<file path="src/rtl/regfile_wb_scheduler.sv">
// Writeback scheduler: round-robin arbitration of ALU and load results onto the single
// register-file write port, plus a pending scoreboard that flags read-after-write hazards.
module regfile_wb_scheduler #(
    parameter int DATA_W = 64,
    parameter int NREGS  = 32,
    parameter int SEL_W  = 5
) (
    input  logic              clk,
    input  logic              rst_n,
    input  logic              req0_valid,
    input  logic [SEL_W-1:0]  req0_sel,
    input  logic [DATA_W-1:0] req0_data,
    output logic              req0_ready,
    input  logic              req1_valid,
    input  logic [SEL_W-1:0]  req1_sel,
    input  logic [DATA_W-1:0] req1_data,
    output logic              req1_ready,
    input  logic              rsv_valid,
    input  logic [SEL_W-1:0]  rsv_sel,
    input  logic [SEL_W-1:0]  chk_sel1,
    input  logic [SEL_W-1:0]  chk_sel2,
    output logic              hazard1,
    output logic              hazard2,
    output logic              rf_write,
    output logic [SEL_W-1:0]  rf_sel_w,
    output logic [DATA_W-1:0] rf_data,
    output logic [NREGS-1:0]  pending,
    output logic              rsv_err
);

    // Handshake: a request transfers on a posedge where reqN_valid && reqN_ready are both
    // high; ready is combinational and at most one requester is ready in any cycle.
    logic              last_grant_q, last_grant_d;
    logic              rf_write_q, rf_write_d;
    logic [SEL_W-1:0]  rf_sel_w_q, rf_sel_w_d;
    logic [DATA_W-1:0] rf_data_q, rf_data_d;
    logic [NREGS-1:0]  pending_q, pending_d;
    logic              rsv_err_q, rsv_err_d;
    logic              grant0, grant1;

    always_comb begin
        grant0 = req0_valid && (!req1_valid || last_grant_q);
        grant1 = req1_valid && (!req0_valid || !last_grant_q);

        last_grant_d = last_grant_q;
        rf_write_d   = 1'b0;
        rf_sel_w_d   = rf_sel_w_q;
        rf_data_d    = rf_data_q;
        if (grant0) begin
            last_grant_d = 1'b0;
            rf_write_d   = (req0_sel != '0);
            rf_sel_w_d   = req0_sel;
            rf_data_d    = req0_data;
        end else if (grant1) begin
            last_grant_d = 1'b1;
            rf_write_d   = (req1_sel != '0);
            rf_sel_w_d   = req1_sel;
            rf_data_d    = req1_data;
        end
    end

    // Clear is applied before reserve so a same-edge reserve of the retiring register wins
    // and does not count as a double reservation.
    always_comb begin
        pending_d = pending_q;
        rsv_err_d = rsv_err_q;
        if (rf_write_q) begin
            pending_d[rf_sel_w_q] = 1'b0;
        end
        if (rsv_valid && (rsv_sel != '0)) begin
            if (pending_d[rsv_sel]) begin
                rsv_err_d = 1'b1;
            end
            pending_d[rsv_sel] = 1'b1;
        end
    end

    always_ff @(posedge clk or negedge rst_n) begin
        if (!rst_n) begin
            last_grant_q <= 1'b1;
            rf_write_q   <= 1'b0;
            rf_sel_w_q   <= '0;
            rf_data_q    <= '0;
            pending_q    <= '0;
            rsv_err_q    <= 1'b0;
        end else begin
            last_grant_q <= last_grant_d;
            rf_write_q   <= rf_write_d;
            rf_sel_w_q   <= rf_sel_w_d;
            rf_data_q    <= rf_data_d;
            pending_q    <= pending_d;
            rsv_err_q    <= rsv_err_d;
        end
    end

    assign req0_ready = grant0;
    assign req1_ready = grant1;
    assign hazard1    = (chk_sel1 != '0) && pending_q[chk_sel1];
    assign hazard2    = (chk_sel2 != '0) && pending_q[chk_sel2];
    assign rf_write   = rf_write_q;
    assign rf_sel_w   = rf_sel_w_q;
    assign rf_data    = rf_data_q;
    assign pending    = pending_q;
    assign rsv_err    = rsv_err_q;

endmodule
</file>
<file path="config.mk">
export PLATFORM = sky130hd
export DESIGN_NAME = regfile_wb_scheduler
export DESIGN_NICKNAME = d
export VERILOG_FILES = /design/src/rtl/regfile_wb_scheduler.sv
export SDC_FILE = /design/constraint.sdc
export NUM_CORES = 1
export LEC_CHECK = 0
export CAP_MARGIN = 20
export CORE_ASPECT_RATIO = 1.5
export CORE_UTILIZATION = 46
export DETAILED_ROUTE_END_ITERATION = 10
export PLACE_DENSITY = 0.87
export SETUP_SLACK_MARGIN = 0.1
export SLEW_MARGIN = 20
export SYNTH_ARGS = -nofsm -noshare
export SYNTH_HDL_FRONTEND = slang
export SYNTH_SLANG_ARGS = --single-unit
</file>
<file path="constraint.sdc">
create_clock -name clk -period 3.3 [get_ports clk]
set_clock_uncertainty 0.1 [all_clocks]
set_input_delay 0.33 -clock clk [delete_from_list [all_inputs] [get_ports clk]]
set_output_delay 0.33 -clock clk [all_outputs]
set_load 0.01 [all_outputs]
</file>
== Word level (Yosys, flattened, before mapping) ==
Index checks and enable logic that the tools add are counted.
Operators by class
  magnitude comparators: 6
  multiplexer cells: 20
  bitwise logic cells: 3
  reductions and logical operators: 19
Operators by type and width (count)
  64-bit two-way mux: 2
  32-bit two-way mux: 2
  32-bit bitwise AND: 1
  32-bit NOT: 1
  32-bit bitwise OR: 1
  5-bit nonzero test: 5
  5-bit by 6-bit less-than comparator with 1-bit output (second input constant): 4
  1-bit binary-select mux with 5-bit select: 3
  1-bit demux with 5-bit select: 2
  5-bit by 1-bit >= comparator with 1-bit output (second input constant): 2
  5-bit two-way mux: 2
  1-bit two-way mux: 9
  1-bit logical AND: 7
  1-bit zero test: 3
  1-bit logical OR: 2
  2-bit AND reduction: 1
  2-bit nonzero test: 1
Storage, ports and cells
  flip-flop bits (word level): 104
  bits of input ports: 158
  output and inout port bits: 107
  word-level logic and storage cells: 54

== Depth between registers and ports, before layout ==
  depth in word-level cells: 10
  mapped depth: 7
  mapped depth without buffers: 5

== Worst setup path before layout ==
OpenSTA, ideal clock, no wires.
  kind: input to output
  from: in chk_sel1[0]
  to: out hazard1
  data arrival time: 1.988 ns
  required time: 2.870 ns
  slack: 0.882 ns
  cell stages on the path: 4
  buffers on the path: 1
  cell sequence: clkbuf_1 > mux4_2 > mux4_2 > mux2_2
Between the ends
  longest elaborated chain between the ends: 3
  elaborated cells between the ends (all ways): 4
  classes of those cells: 2 x mux; 2 x reduce/logical
RTL lines
  start, declared: RTL line 20  | input logic [SEL_W-1:0] chk_sel1,
  1-bit binary-select mux with 5-bit select: RTL line 98  | assign hazard1 = (chk_sel1 != '0) && pending_q[chk_sel1];
  1-bit two-way mux (implied by the code): RTL line 98
  1-bit logical AND *: RTL line 98
  end, declared: RTL line 22  | output logic hazard1,
Every way passes the cells marked *; elsewhere a longest branch is shown, timed or not. The select of a mux whose other input is x is not followed.

== Worst setup path in the final report ==
Ends and elaborated chain as after synthesis.

==> impl_results.md <==
- Post-synth ARST share: 1.00
- WL/cell: 21.1 µm
- Max-cap violations: 0
- Critical Path End Type: primary output
- RSZ-0062 raised after global routing: yes
- Clk slew on worst S/H paths: 70 ps
- Fmax achieved: 320 MHz
- Hold Path End: rf_data[41]$_DFFE_PN0P_
- FF/Latch Area: 2600 µm²
- Min Hold Slack: 234 ps
- Die Wd: 95.7 µm
- Vias in the first global route: 6,305
- Fin. Hold Viols: 0
- Hold depth: 3
- Slew HR: 0.355
- GRT Util Overall: 0.330
- Layout filler cell count: 953
- Synth top area share: 0.425
- Switch Pwr: 1780 µW
- Area of the multi-input gates: 2950 µm²
- Core ar.: 12,900 µm²
- Clock tree buffer depth: 2
- Chip height: 143 µm
- Port bufs: 264
- Crit Path Max Fanout: 9
- Ports: 265
- CP Class: in -> out
- H-tree depth: 3
- Pleak: 0.00367 µW
- Critical Path RT: 2870 ps
- Worst hold start: req1_valid
- # diodes: 0
- Largest cells by area after synthesis: dfrtp_1 43%, mux4_2 7.4%, a31oi_1 6.6%
- Cell type with the largest total area after synthesis: dfrtp_1
- Detailed Routing Iterations Pass 1: 6
- # clock sinks: 104
- Distinct cells, synth: 54
- Worst R2R Setup Slack: 750 ps
- Vias per cell: 6.14
- Mapped Cells: 667
- Grt total ovfl: 0
- Antenna-violating nets left: 0
- Final setup violation count: 0
- CTS tree: built
- Syn Area/Cell: 9.08 µm²
- Starting Density: 0.470
- Combinational share of power: 0.395
- Dpl cells: 1,047
- Clk Latency, worst-skew pair: 350 ps
- Detailed Place HPWL: 16,300 µm
- Synth Flop Type: dfrtp_1
- 1st-iter DRT viols: 394
- Power share of the clock group: 0.217
- Post-synth EDFFs: 0
- TritonCTS buffer count: 9
- Layout area overhead: 50.0%
- Rows: 51
- Initial antenna violation count: 0
- Pins Over Slew Limit: 0
- Crit share post-route: 0.947
- Sequential share of power: 0.389
- Total number of vias: 6,531
- Synth Cell Area: 6060 µm²
- Seq cells post-synth: 104
- Launching point of the worst reg2reg path: rf_sel_w[1]$_DFFE_PN0P_
- GPL Wtd Cong: 1.02
- Root buffer cell: clkbuf_16
- RR Endpoint: rsv_err$_DFFE_PN0P_
- Syn Nets: 825
- TNS Setup: 0 ps
- Nets: 1,058
- Setup repair bufs after CTS: 0
- Power per cell area: 564 nW/µm²
- Status: complete, no violations
- DRC violations left: 0
- Min-Delay Path Class: in -> reg
- Peak supply drop: 0.267 mV
- Reg2reg path depth: 5
- Post-Layout Cell Count: 1,064
- Worst-margin pin slew: 967 ps
- Largest net degree at the start of global routing: 106
- First-pass GRT wire length: 33,900 µm
- Startpoint types: input pin
- Synthesis Warnings: 0
- Die area: 13,600 µm²
- WL final: 22,400 µm
- Net Sw Frac: 0.348
- Final Critical Period: 3120 ps
- Internal Power: 3340 µW
- CP arrival: 2690 ps
- Sequential area share after synthesis: 0.430
- Share of layout cells above drive strength 1: 0.0829
## routing by layer
| layer | part of all wire | track usage | vias up |
|---|---|---|---|
| met2 | 0.51 | 0.556 | 405 |
| met3 | 0.097 | 0.0726 | 80 |
| li1 | - | - | 2943 |
| met1 | 0.35 | 0.390 | 3103 |
| met5 | 0 | 0 | - |
| met4 | 0.044 | 0.166 | 0 |
## state kept, by name (all words and copies together) (netlist names)
| signal | cells |
|---|---|
| last_grant_q | 1 |
| rf_write | 1 |
| rf_data | 64 |
| rsv_err | 1 |
| rf_sel_w | 5 |
| pending | 32 |
## per-stage QoR
| step | setup slack, ps | total power [µW] | util | cell area [µm²] |
|---|---|---|---|---|
| 4_1_cts | 133 | 5110 | 0.704 | 9080 |
| 2_1_floorplan | 882 | 2800 | - | 6060 |
| 5_1_grt | 90.0 | 5370 | 0.705 | 9090 |
| 3_5_place_dp | 144 | 3990 | 0.680 | 8760 |
| 6_report | 176 | 5120 | 0.705 | 9090 |
| 3_3_place_gp | 171 | 3940 | 0.680 | 8760 |
## worst max-delay path, cell delays in order
cell	delay (ps)
clkdlybuf4s50_1	460
buf_4	180
mux4_2	510
mux4_2	470
mux2_2	270
clkdlybuf4s50_1	470
## layout make-up
type	instances	area share
sequential	104	0.287
tap	159	0.0219
clock inverter	7	0.00854
clock buffer	9	0.0248
timing repair buffer	278	0.304
inverter	71	0.0293
multi-input combinational	436	0.325
## cells in the final DEF (no fill, tap or decap), drive strengths merged, types with 4 or more instances in the layout
| cell | netlist | final |
|---|---|---|
| buf | 10 | 16 |
| dfrtp | 103 | 103 |
| o221a | 5 | 5 |
| o21a | 5 | 5 |
| nand2 | 13 | 13 |
| o21bai | 4 | 4 |
| clkdlybuf4s50 | 0 | 259 |
| nand3 | 6 | 6 |
| a21oi | 65 | 65 |
| clkbuf | 46 | 9 |
| o21ai | 58 | 58 |
| mux2i | 5 | 5 |
| inv | 71 | 74 |
| o211ai | 6 | 6 |
| a31oi | 64 | 64 |
| o22ai | 65 | 65 |
| mux4 | 23 | 23 |
| mux2 | 4 | 4 |
| nor2 | 71 | 71 |
## synthesized netlist by cell type (2+ instances only)
cell type    n
mux4_1       3
a21oi_1     65
xor2_2       2
dfrtp_1    103
or3_1        2
a21boi_0     2
nand3b_1     3
o21ai_0     57
clkbuf_1    45
nand2_1     13
o221a_2      5
o211ai_1     6
o21a_1       5
nand3_1      6
buf_1        4
o2111ai_1    2
nand4b_1     3
mux2i_1      5
o22ai_1     64
buf_2        5
o21bai_1     4
mux4_2      20
mux2_2       4
or4_1        2
nor2_1      71
nand4bb_1    3
inv_1       71
a31oi_1     64
o31ai_1      3
## worst max path at each step
stage / slack [ps] / cells past startpoint / start / endpoint
2_1_floorplan: 880 / 4 / chk_sel1[0] / hazard1
3_3_place_gp: 170 / 5 / chk_sel1[1] / hazard1
3_5_place_dp: 140 / 6 / chk_sel2[0] / hazard2
4_1_cts: 130 / 6 / chk_sel2[0] / hazard2
5_1_grt: 90 / 6 / chk_sel1[0] / hazard1
6_report: 180 / 6 / chk_sel1[0] / hazard1
## logic make-up after synthesis
kind of cell	synth area share
buffers and inverters	0.0838
flip-flops	0.430
multiplexers	0.103
AND/OR/NAND/NOR	0.0944
AO/OA/AOI/OAI	0.284
XOR/XNOR	0.00537
## power groups by stage
stage	Clock (µW)	Sequential, µW	Combinational (µW)
4_1_cts	1120	1970	2020
6_report	1110	1990	2020
2_1_floorplan	0	1960	834
5_1_grt	1180	2020	2170
3_3_place_gp	0	1980	1970
3_5_place_dp	0	1990	2010
## what timing repair did
| item | in CTS | in global routing |
|---|---|---|
| gates resized for setup | 0 | 3 |
| endpoints found under the hold margin | 55 | 0 |
| setup endpoints to repair | 0 | 2 |
| hold buffers | 1 | 0 |
Note: power is estimated with default switching activity, not from simulation.
